<file path="config.mk">
export PLATFORM = sky130hd
export DESIGN_NAME = alu64
export DESIGN_NICKNAME = d
export VERILOG_FILES = /design/src/rtl/y86_pkg.sv /design/src/rtl/alu_adder64.sv /design/src/rtl/alu64.sv
export SDC_FILE = /design/constraint.sdc
export NUM_CORES = 1
export LEC_CHECK = 0
export CORE_MARGIN = 5
export CORE_UTILIZATION = 45
export CTS_CLUSTER_DIAMETER = 30
export DETAILED_ROUTE_END_ITERATION = 6
export GPL_TIMING_DRIVEN = 0
export PLACE_DENSITY = 0.88
export SLEW_MARGIN = 20
export SYNTH_ARGS = -nofsm -noshare
export SYNTH_HDL_FRONTEND = slang
export SYNTH_SLANG_ARGS = --single-unit
export TNS_END_PERCENT = 30
</file>
<file path="constraint.sdc">
create_clock -name clk -period 70.5 [get_ports clk]
set_input_delay 7.05 -clock clk [delete_from_list [all_inputs] [get_ports clk]]
set_output_delay 7.05 -clock clk [all_outputs]
set_load 0.05 [all_outputs]
</file>
<file path="src/rtl/y86_pkg.sv">
// ---------------------------------------------------------------------------
// y86_pkg
// Shared Y86 definitions used by the execute-stage ALU.
//   ALU_*      : alufun operation codes (2 bits, all four codes are legal)
//   CC_*       : bit positions of the condition flags inside a 3-bit flag word
//   full_add() : one-bit full-adder slice, {carry_out, sum}
// ---------------------------------------------------------------------------
package y86_pkg;

  localparam logic [1:0] ALU_ADD = 2'd0;
  localparam logic [1:0] ALU_SUB = 2'd1;
  localparam logic [1:0] ALU_AND = 2'd2;
  localparam logic [1:0] ALU_XOR = 2'd3;

  localparam int CC_ZF = 0;
  localparam int CC_SF = 1;
  localparam int CC_OF = 2;

  // One full-adder slice; returns {carry_out, sum}.
  function automatic logic [1:0] full_add(input logic a, input logic b, input logic c);
    return {(a & b) | (c & (a ^ b)), a ^ b ^ c};
  endfunction

endpackage

</file>
<file path="src/rtl/alu_adder64.sv">
// ---------------------------------------------------------------------------
// alu_adder64
// Ripple-carry adder built from full-adder slices, shared by ADD and SUB.
//   i_a, i_b   : operands (caller inverts i_b for subtraction)
//   i_cin      : carry into bit 0 (1 for subtraction)
//   o_sum      : i_a + i_b + i_cin, modulo 2^WIDTH
//   o_overflow : two's-complement overflow of the addition
// ---------------------------------------------------------------------------
module alu_adder64
  import y86_pkg::*;
#(
  parameter int WIDTH = 64
) (
  input  logic [WIDTH-1:0] i_a,
  input  logic [WIDTH-1:0] i_b,
  input  logic             i_cin,
  output logic [WIDTH-1:0] o_sum,
  output logic             o_overflow
);

  // NOTE: every variable driven here gets a default before the loop so no
  // path through the block leaves it unassigned, which would infer a latch.
  always_comb begin
    logic c;
    logic c_msb;
    c      = i_cin;
    c_msb  = 1'b0;
    o_sum  = '0;
    for (int i = 0; i < WIDTH; i++) begin
      if (i == WIDTH - 1) c_msb = c;
      {c, o_sum[i]} = full_add(i_a[i], i_b[i], c);
    end
    // Signed overflow: carry into the sign bit differs from carry out of it.
    // Because SUB feeds ~b with cin=1, this covers both operations.
    o_overflow = c_msb ^ c;
  end

endmodule

</file>
<file path="src/rtl/alu64.sv">
// ---------------------------------------------------------------------------
// alu64
// Y86 execute-stage ALU: ADD/SUB/AND/XOR with a same-cycle result and flags,
// plus one-cycle-delayed registered copies for debug/trace.
//   clk, rst_n : clock; synchronous active-low reset (registered outputs only)
//   alu_a      : operand A (valB: rB or %rsp)
//   alu_b      : operand B (valA, valC or constant 8)
//   alufun     : 0 ADD, 1 SUB (a - b), 2 AND, 3 XOR
//   result     : combinational result
//   overflow   : combinational signed overflow (0 for logical ops)
//   zero, sign : combinational result == 0, result MSB
//   result_q   : registered result
//   flags_q    : registered {OF, SF, ZF}
// ---------------------------------------------------------------------------
module alu64
  import y86_pkg::*;
#(
  parameter int WIDTH = 64
) (
  input  logic             clk,
  input  logic             rst_n,
  input  logic [WIDTH-1:0] alu_a,
  input  logic [WIDTH-1:0] alu_b,
  input  logic [1:0]       alufun,
  output logic [WIDTH-1:0] result,
  output logic             overflow,
  output logic             zero,
  output logic             sign,
  output logic [WIDTH-1:0] result_q,
  output logic [2:0]       flags_q
);

  logic             w_sub;
  logic [WIDTH-1:0] w_b_op;
  logic [WIDTH-1:0] w_sum;
  logic             w_add_ovf;

  logic [WIDTH-1:0] r_result;
  logic [2:0]       r_flags;

  // Subtraction reuses the adder as a + ~b + 1.
  assign w_sub  = (alufun == ALU_SUB);
  assign w_b_op = w_sub ? ~alu_b : alu_b;

  alu_adder64 #(.WIDTH(WIDTH)) u_adder (
    .i_a        (alu_a),
    .i_b        (w_b_op),
    .i_cin      (w_sub),
    .o_sum      (w_sum),
    .o_overflow (w_add_ovf)
  );

  always_comb begin
    result   = w_sum;
    overflow = 1'b0;
    case (alufun)
      ALU_ADD, ALU_SUB: begin
        result   = w_sum;
        overflow = w_add_ovf;
      end
      ALU_AND: result = alu_a & alu_b;
      ALU_XOR: result = alu_a ^ alu_b;
      default: ;
    endcase
  end

  assign zero = (result == '0);
  assign sign = result[WIDTH-1];

  // NOTE: sequential state is written with non-blocking assignments so every
  // register samples values from before the edge.
  always_ff @(posedge clk) begin
    if (!rst_n) begin
      r_result <= '0;
      r_flags  <= 3'b000;
    end else begin
      r_result       <= result;
      r_flags[CC_OF] <= overflow;
      r_flags[CC_SF] <= sign;
      r_flags[CC_ZF] <= zero;
    end
  end

  assign result_q = r_result;
  assign flags_q  = r_flags;

endmodule

</file>
# Yosys cells after proc, flatten, opt, wreduce, memory -nomap -nowiden
# Index checks and enable logic that the tools add are counted.
[word_totals]
ff_bits = 67
latch_bits = 0
ram_bits = 0
rom_bits = 0
inputBits = 132
word_cells = 335
n_memories = 0
[op_classes]
n_addsub = 0
n_mul = 0
n_div = 0
magnitude_cmp = 0
eq_ne = 3
shift = 0
n_mux = 3
bitwise = 324
reduce_logical = 3
[op_table]
columns = ["op", "n"]
rows = [
  ["$pmux W64 S3", 1],
  ["$xor A1 B1 Y1", 129],
  ["$and A1 B1 Y1", 128],
  ["$and A64 B64 Y64", 1],
  ["$logic_not A64 Y1", 1],
  ["$mux W64", 1],
  ["$not A64 Y64", 1],
  ["$or A1 B1 Y1", 64],
  ["$xor A64 B64 Y64", 1],
  ["$eq A2 B2 Y1 const B", 2],
  ["$eq A2 B1 Y1 const B", 1],
  ["$logic_not A2 Y1", 1],
  ["$reduce_or A2 Y1", 1],
  ["$mux W1", 1],
]

# Logic depth before layout (Yosys ltp)
# Gate-level depths: netlist of run 1.
[logic_depth]
ltp_word = 133
mapped_depth = 79

# Modules after synthesis
# From an unflattened synthesis of run 1, not the netlist that was laid out.
[hier_totals]
cells_unflattened = 584
hier_area_um2 = 6168.4
[by_module_without_submodules]
columns = ["module", "n_inst", "cells_each", "area_per_inst_um2"]
rows = [
  ["alu64", 1, 514, 4859.7],
  ["alu_adder64", 1, 70, 1308.8],
]

# Worst setup path after synthesis of run 1
# Ideal clock, no wire load.
[synth_timing]
path_kind = "input port to output port"
startpoint = "input alufun[1]"
endpoint = "output zero"
arrival_time_ns = 35.657
slack_ns = 27.793
cell_stages = 78
cell_sequence = "buf_2 buf_4 buf_4 nor2b_1 buf_2 xor2_1 fa_1 inv_1 fa_1 fa_1 fa_1 fa_1 fa_1 fa_1 fa_1 fa_1 fa_1 fa_1 [... 42 more ...] fa_1 fa_1 fa_1 fa_1 fa_1 fa_1 inv_1 fa_1 inv_1 fa_1 fa_1 inv_1 fa_1 nor2_1 a21oi_1 nor4_1 nand4_1 nor4_2"
[synth_between]
elab_chain_len = 132
word_cells_on_any_way = 325
classes_between = "eq/ne: 3; mux: 2; bitwise: 317; reduce/logical: 3"
[synth_rtl]
columns = ["item", "line", "rtl"]
rows = [
  ["start, declared", "alu64.sv:24", "input logic [1:0] alufun,"],
  ["$eq A2 B1 Y1", "alu64.sv:42, alu64.sv:56", ""],
  ["$mux W64", "alu64.sv:43", "assign w_b_op = w_sub ? ~alu_b : alu_b;"],
  ["$xor A1 B1 Y1", "y86_pkg.sv:21", "return {(a & b) | (c & (a ^ b)), a ^ b ^ c};"],
  ["$and A1 B1 Y1", "y86_pkg.sv:21", ""],
  ["$or A1 B1 Y1", "y86_pkg.sv:21", ""],
  ["$and A1 B1 Y1", "y86_pkg.sv:21", ""],
  ["$or A1 B1 Y1", "y86_pkg.sv:21", ""],
  ["$and A1 B1 Y1", "y86_pkg.sv:21", ""],
  ["[... 117 more ...]", "n/a", ""],
  ["$and A1 B1 Y1", "y86_pkg.sv:21", ""],
  ["$or A1 B1 Y1", "y86_pkg.sv:21", ""],
  ["$and A1 B1 Y1", "y86_pkg.sv:21", ""],
  ["$or A1 B1 Y1", "y86_pkg.sv:21", ""],
  ["$xor A1 B1 Y1", "y86_pkg.sv:21", ""],
  ["$pmux W64 S3 (*)", "alu64.sv:56", "case (alufun)"],
  ["via sign", "alu64.sv:28", "output logic sign,"],
  ["$logic_not A64 Y1 (*)", "alu64.sv:67", "assign zero = (result == '0);"],
  ["end, declared", "alu64.sv:27", "output logic zero,"],
]
# The timed path passes the listed nets; every way through them passes the cells marked *.

# Worst setup path after layout of run 1
[layout_timing]
startpoint = "input alufun[0]"
endpoint = "output zero"
[layout_between]
elab_chain_len = 132
word_cells_on_any_way = 325
classes_between = "eq/ne: 3; mux: 2; bitwise: 317; reduce/logical: 3"
[layout_rtl]
columns = ["item", "line"]
rows = [
  ["$eq A2 B1 Y1", "alu64.sv:42, alu64.sv:56"],
  ["$mux W64", "alu64.sv:43"],
  ["$xor A1 B1 Y1", "y86_pkg.sv:21"],
  ["$and A1 B1 Y1", "y86_pkg.sv:21"],
  ["$or A1 B1 Y1", "y86_pkg.sv:21"],
  ["$and A1 B1 Y1", "y86_pkg.sv:21"],
  ["$or A1 B1 Y1", "y86_pkg.sv:21"],
  ["$and A1 B1 Y1", "y86_pkg.sv:21"],
  ["[... 116 more ...]", "n/a"],
  ["$or A1 B1 Y1", "y86_pkg.sv:21"],
  ["$and A1 B1 Y1", "y86_pkg.sv:21"],
  ["$or A1 B1 Y1", "y86_pkg.sv:21"],
  ["$and A1 B1 Y1", "y86_pkg.sv:21"],
  ["$or A1 B1 Y1", "y86_pkg.sv:21"],
  ["$xor A1 B1 Y1", "y86_pkg.sv:21"],
  ["$pmux W64 S3 (*)", "alu64.sv:56"],
  ["$logic_not A64 Y1 (*)", "alu64.sv:67"],
]
# Every way passes the cells marked *; elsewhere a longest branch is shown, timed or not.

==> results of run 1 <==
-- per-layer routing --
metal | vias to the layer above | global-route usage [%] | wire, µm | share of wire (%)
li1 | 2437 | - | - | -
met1 | 2543 | 31.3 | 8490 | 41
met2 | 199 | 45.3 | 10600 | 51
met3 | 34 | 4.81 | 1190 | 5.7
met4 | 2 | 9.30 | 526 | 2.5
met5 | - | 0 | 13 | 0.063
-- area by class of cell --
| cell class | count | area [µm²] |
|---|---|---|
| clock buffers | 11 | 243 |
| clock inverters | 5 | 77.6 |
| plain buffers | 31 | 190 |
| repair buffers | 263 | 2630 |
| flip-flops and latches | 66 | 1320 |
| inverters | 64 | 240 |
| multi-input cells | 412 | 4470 |
| fillers | 1058 | 4320 |
| well taps | 180 | 225 |
-- state kept, by name, indices dropped and copies added, names as in the netlist --
| register | flops |
|---|---|
| flags_q | 3 |
| result_q | 63 |
-- worst max-delay path, delay by kind of cell --
kind | cells | cell delay [ns]
AO/OA/AOI/OAI | 1 | 0.10
XOR/XNOR | 1 | 0.15
adder cells (fa/ha/maj) | 62 | 26.99
buffers and inverters | 9 | 2.81
AND/OR/NAND/NOR | 5 | 0.91
-- per-stage QoR --
stage	hold slack, ns	setup WS, ns	std cells	power, mW	utilization [%]
2_1_floorplan	7.37	27.79	573	0.130	-
3_3_place_gp	7.45	25.58	1016	0.175	66.2
3_5_place_dp	7.46	25.30	1016	0.178	66.2
4_1_cts	7.09	25.17	1032	0.228	68.5
5_1_grt	7.14	24.26	1032	0.238	68.5
6_report	7.09	25.43	1032	0.227	68.5
-- synth_stat cells, drive strengths merged --
cell | n | area (µm²)
nor2 | 4 | 15.0
ha | 64 | 801
nand4 | 4 | 25.0
clkbuf | 7 | 26.3
nor4 | 17 | 113
inv | 64 | 240
xnor2 | 60 | 526
fa | 63 | 1260
mux2i | 123 | 1230
mux2 | 2 | 22.5
dfxtp | 66 | 1320
buf | 24 | 164
xor2 | 4 | 35.0
a21oi | 3 | 15.0
and2 | 66 | 413
nor2b | 2 | 12.5
-- logic make-up after synthesis --
kind of cell / after synthesis
muxes: 125
adders and majority gates: 127
and+or+nand+nor: 93
DFF: 66
xor gates and xnor gates: 64
buffers and inverters: 95
AOI/OAI and AO/OA: 3
-- power by group --
group          internal (mW)  total (mW)  switching (mW)
logic                 0.0487       0.133          0.0845
clock network         0.0318      0.0495          0.0177
registers             0.0426      0.0439         0.00130
total                  0.123       0.227           0.104
-- path summary, 6_finish.rpt --
path,start,endpoint,slack (ns)
worst max-delay path,alufun[0],zero,25.43
worst min-delay path,rst_n,result_q[13]$_SDFF_PN0_,7.09
==> metrics.yaml, run 1 <==
run_status:
  status: "completed"
floorplan:
  core_mm2: 0.0137
  chipWidth_um: 128
  dieHeight_um: 128
  die_area_mm2: 0.0163
  num_rows: 43
  io_pins: 266
  start_util_pct: 45.3
clock_network:
  cts_made_buffers: 9
  tritoncts: "built"
  cts_root_buf: "clkbuf_16"
  clk_pin_slew_ns: 0.06
  cts_hold_buf: 0
  htree_levels: 3
  cts_setup_buffers: 0
  clkSinkCount: 66
  cts-resized-gates: 0
  clk_path_buf_depth: 2
logic_synthesis:
  syn_inst: 573
  synth_warnings: 0
  synthXorXnorAreaFrac_pct: 9.01
  synth_top_family_by_area: "adder cells"
  ys_seq_elements: 66
  postSynthAreaPerCell_um2: 10.9
  syn_area_mm2: 0.00622
  synth-adder-area-share_pct: 33.1
  synth-seq-area-share_pct: 21.2
  syn_nets: 832
  yosys.area_share.simple_pct: 9.29
  synth-compound-area-share_pct: 0.241
  yosysUniqueCellTypes: 19
  synthMuxAreaShare_pct: 20.2
timing:
  slew_violations: 0
  worst_pin_slew_ns: 0.635
  rsz0062_at_grt: "no"
  hold_violations: 0
  setup_viol: 0
  setup_tns_ns: 0
  period_minus_slack_ns: 45.07
  max_freq_mhz: 22.2
  max_slew_margin_pct: 57.7
  period_share_pct: 63.9
critical_path:
  slowest_delay_ns: 0.89
  worstPathRequired_ns: 63.45
  cpMostUsedCell: "fa_1"
  slowest_stage: "clkdlybuf4s50_1"
  crit_type: "primary input to output pin"
  endpoint_kind: "output pin"
  startpoint_type: "primary input"
  path_max_fanout: 10
  cp_data_arrival_time_ns: 38.02
power:
  ir_worst_vdd_mv: 0.0165
  power_leakage_nw: 4.19
  power.density_mw_per_mm2: 24.1
grt:
  antenna_found_initial: 1
  grt_pass1_wl_mm: 31.9
  grt_overflow_total: 0
  grt_pass1_vias: 5675
  globalRouteTotalUtil_pct: 25.7
  grt_max_degree: 12
placement:
  place_hpwl_mm: 17.0
  numPortBuffers: 263
  place_congestion: 0.826
  postPlaceCellArea_mm2: 0.00908
route:
  post_drt_wl_per_cell_um: 20.1
  vias: 5215
  drt_iter0_markers: 137
  drtAntennaViolNets: 0
  first_pass_iters: 4
  avgViaCountPerCell: 5.05
  wl_mm: 20.8
  drc_errors: 0
final_layout:
  final_common_cell: "clkdlybuf4s50_1"
  synthToLayoutAreaGrowth_pct: 51.1
  nNetsFinal: 1106
  final_cell_mix: "clkdlybuf4s50_1 (263), mux2i_1 (123), and2_1 (66), dfxtp_1 (66)"
  finalInstanceArea_mm2: 0.00940
  n_antenna_cell: 0
  drive_gt1_share_pct: 4.93
hold_path:
  hold_class: "primary input to flip-flop"
  hold_depth: 2
flow_run:
  drv_cap: 0
(Power assumes the default switching activity.)
==> inputs of run 2 (changes only) <==
--- a/config.mk
+++ b/config.mk
@@ -6,11 +6,11 @@
 export NUM_CORES = 1
 export LEC_CHECK = 0
 export CORE_MARGIN = 5
-export CORE_UTILIZATION = 45
+export CORE_UTILIZATION = 40
 export CTS_CLUSTER_DIAMETER = 30
 export DETAILED_ROUTE_END_ITERATION = 6
 export GPL_TIMING_DRIVEN = 0
-export PLACE_DENSITY = 0.88
+export PLACE_DENSITY = 0.83
 export SLEW_MARGIN = 20
 export SYNTH_ARGS = -nofsm -noshare
 export SYNTH_HDL_FRONTEND = slang
==> constraint.sdc (replaced) <==
create_clock -name clk -period 38.4 [get_ports clk]
set_input_delay 3.84 -clock clk [delete_from_list [all_inputs] [get_ports clk]]
set_output_delay 3.84 -clock clk [all_outputs]
set_load 0.05 [all_outputs]
==> run 2 against run 1 <==
Net effect:
- power rose by 80%
- non-clock buffer count increased by 8
- die area rose by 11%
- cell count up 1.6%
- critical path type unchanged
- highest routed layer is now met4
==> metrics.yaml, run 2 (synthesized netlist as in run 1, its figures left out) <==
placement:
  place_congestion: 0.858  # was 0.826
  place_hpwl_mm: 17.0  # about the same
  numPortBuffers: 263  # unchanged
  postPlaceCellArea_mm2: 0.00909  # was 0.00908 mm²
timing:
  setup_tns_ns: 0  # unchanged
  period_share_pct: 96.6
  max_slew_margin_pct: 54.5  # was 57.7%
  worst_pin_slew_ns: 0.682  # was 0.635 ns
  hold_violations: 0  # unchanged
  rsz0062_at_grt: "no"  # unchanged
  slew_violations: 0  # unchanged
  max_freq_mhz: 27.0
  setup_viol: 0  # unchanged
  period_minus_slack_ns: 37.09
final_layout:
  multi_input_area_mm2: 0.00450  # was 0.00447 mm²
  synthToLayoutAreaGrowth_pct: 52.4  # was 51.1%
  drive_gt1_share_pct: 6.63  # was 4.93%
  fill_cells: 1302  # was 1058
  fin_util_pct: 62.4  # was 68.5%
  finalInstanceArea_mm2: 0.00948  # was 0.00940 mm²
  final_common_cell: "clkdlybuf4s50_1"  # unchanged
  nNetsFinal: 1114  # was 1106
  final_cell_mix: "clkdlybuf4s50_1 (262), mux2i_1 (123), and2_1 (66), dfxtp_1 (66)"  # was clkdlybuf4s50_1 (263), mux2i_1 (123), and2_1 (66), dfxtp_1 (66)
  n_antenna_cell: 0  # unchanged
  largest_reg_flops: 63  # unchanged
  register_area_mm2: 0.00132  # unchanged
clock_network:
  clkSinkCount: 66  # unchanged
  tritoncts: "built"  # unchanged
  cts_root_buf: "clkbuf_16"  # unchanged
  clk_pin_slew_ns: 0.06  # about the same
  cts_made_buffers: 9  # unchanged
  clk_path_buf_depth: 2  # unchanged
  htree_levels: 3  # unchanged
floorplan:
  core_mm2: 0.0152  # was 0.0137 mm²
  chipWidth_um: 135  # was 128 µm
  num_rows: 45  # was 43
  io_pins: 266  # unchanged
  die_area_mm2: 0.0181  # was 0.0163 mm²
  dieHeight_um: 135  # was 128 µm
  start_util_pct: 40.9  # was 45.3%
route:
  drtAntennaViolNets: 0  # unchanged
  vias: 5097  # was 5215
  drt_iter0_markers: 110  # was 137
  avgViaCountPerCell: 4.86  # was 5.05
  first_pass_iters: 4  # unchanged
  post_drt_wl_per_cell_um: 19.6  # was 20.1 µm
  wl_mm: 20.5  # was 20.8 mm
  drc_errors: 0  # unchanged
grt:
  gr-usage-met1_pct: 27.1  # was 31.3%
  grt_pass1_vias: 5596  # was 5675
  grt_max_degree: 12  # unchanged
  top_usage_layer: "met2"  # unchanged
  grt_pass1_wl_mm: 31.3  # was 31.9 mm
  grt_overflow_total: 0  # unchanged
  antenna_found_initial: 0  # was 1
  met2_usage_pct: 39.4  # was 45.3%
  globalRouteTotalUtil_pct: 22.7  # was 25.7%
  grt_use_met3_pct: 6.22  # was 4.81%
critical_path:
  cp_data_arrival_time_ns: 33.25  # was 38.02 ns
  slowest_stage: "clkdlybuf4s50_1"  # unchanged
  startpoint_type: "primary input"  # unchanged
  critical_path.startpoint: "alufun[0]"  # unchanged
  worstPathRequired_ns: 34.56  # was 63.45 ns
  endpoint_kind: "output pin"  # unchanged
  path_max_fanout: 13  # was 10
  crit_type: "primary input to output pin"  # unchanged
  slowest_delay_ns: 0.52  # was 0.89 ns
  critical_path.endpoint: "zero"  # unchanged
  cpMostUsedCell: "fa_1"  # unchanged
power:
  design_power_total_mw: 0.408  # was 0.227 mW
  power.density_mw_per_mm2: 43.0  # was 24.1 mW/mm²
  power_leakage_nw: 4.23  # was 4.19 nW
  ir_worst_vdd_mv: 0.0245  # was 0.0165 mV
hold_path:
  hold_depth: 2  # unchanged
  hold_class: "primary input to flip-flop"  # unchanged
flow_run:
  drv_cap: 0  # unchanged
run_status:
  status: "completed"  # unchanged
==> run 2: changes by cell type in the layout (fill, tap and decap cells not counted), moves of 2 or more <==
| cell | delta |
|---|---|
| buf_4 | +9 |
| fa_2 | +5 |
| clkbuf_4 | +2 |
| fa_1 | -5 |
| clkinv_2 | +2 |
| buf_2 | -3 |
==> run 2: worst max-delay path, delay by kind of cell <==
| family | cells | cell delay, ns |
|---|---|---|
| adders and majority gates | 63 | 26.74 |
| AOI/OAI and AO/OA | 1 | 0.11 |
| buffers and inverters | 8 | 1.37 |
| and+or+nand+nor | 5 | 0.99 |
| xor gates and xnor gates | 1 | 0.18 |
==> run 2: timing repair <==
| action | 4_1_cts | 5_1_grt |
|---|---|---|
| pin swaps | 0 | 3 |
| setup endpoints to repair | 1 | 5 |
| hold buffers | 0 | 0 |
| buffers inserted | 0 | 9 |
| resized for setup | 4 | 16 |
==> run 2: stage by stage <==
stage / setup slack [ns] / hold WS (ns) / cells
2_1_floorplan: 2.11 / 4.16 / 573
3_3_place_gp: -0.265 / 4.25 / 1024
3_5_place_dp: -0.289 / 4.26 / 1024
4_1_cts: 0.0238 / 3.89 / 1040
5_1_grt: 0.0677 / 3.93 / 1048
6_report: 1.31 / 3.89 / 1048
==> run 2: worst min path at each step <==
| stage | from | to |
|---|---|---|
| after floorplan | rst_n | flags_q[1]$_SDFF_PN0_ |
| after global placement | rst_n | result_q[14]$_SDFF_PN0_ |
| after detailed placement | rst_n | result_q[11]$_SDFF_PN0_ |
| after CTS | rst_n | result_q[11]$_SDFF_PN0_ |
| after global routing | rst_n | result_q[17]$_SDFF_PN0_ |
| final | rst_n | result_q[11]$_SDFF_PN0_ |
==> run 2: layer usage <==
layer / part of all wire (%) / vias up
met5: 0 / -
met4: 2.9 / 0
met3: 6.3 / 42
met2: 50 / 180
met1: 41 / 2426
li1: - / 2449
==> run 2: power by group <==
part / internal (mW) / switching (mW) / leakage [nW]
combinational: 0.0903 / 0.155 / 3.54
sequential: 0.0781 / 0.00232 / 0.548
clock: 0.0498 / 0.0321 / 0.142
==> run 2: area by class of cell <==
type,instances,share of cell area (%)
Clock buffer,10,2.42
Tap cell,188,2.48
Buffer,30,2.10
Inverter,64,2.53
Timing Repair Buffer,272,28.5
Multi-Input combinational cell,412,47.4
Clock inverter,6,0.607
Sequential cell,66,13.9
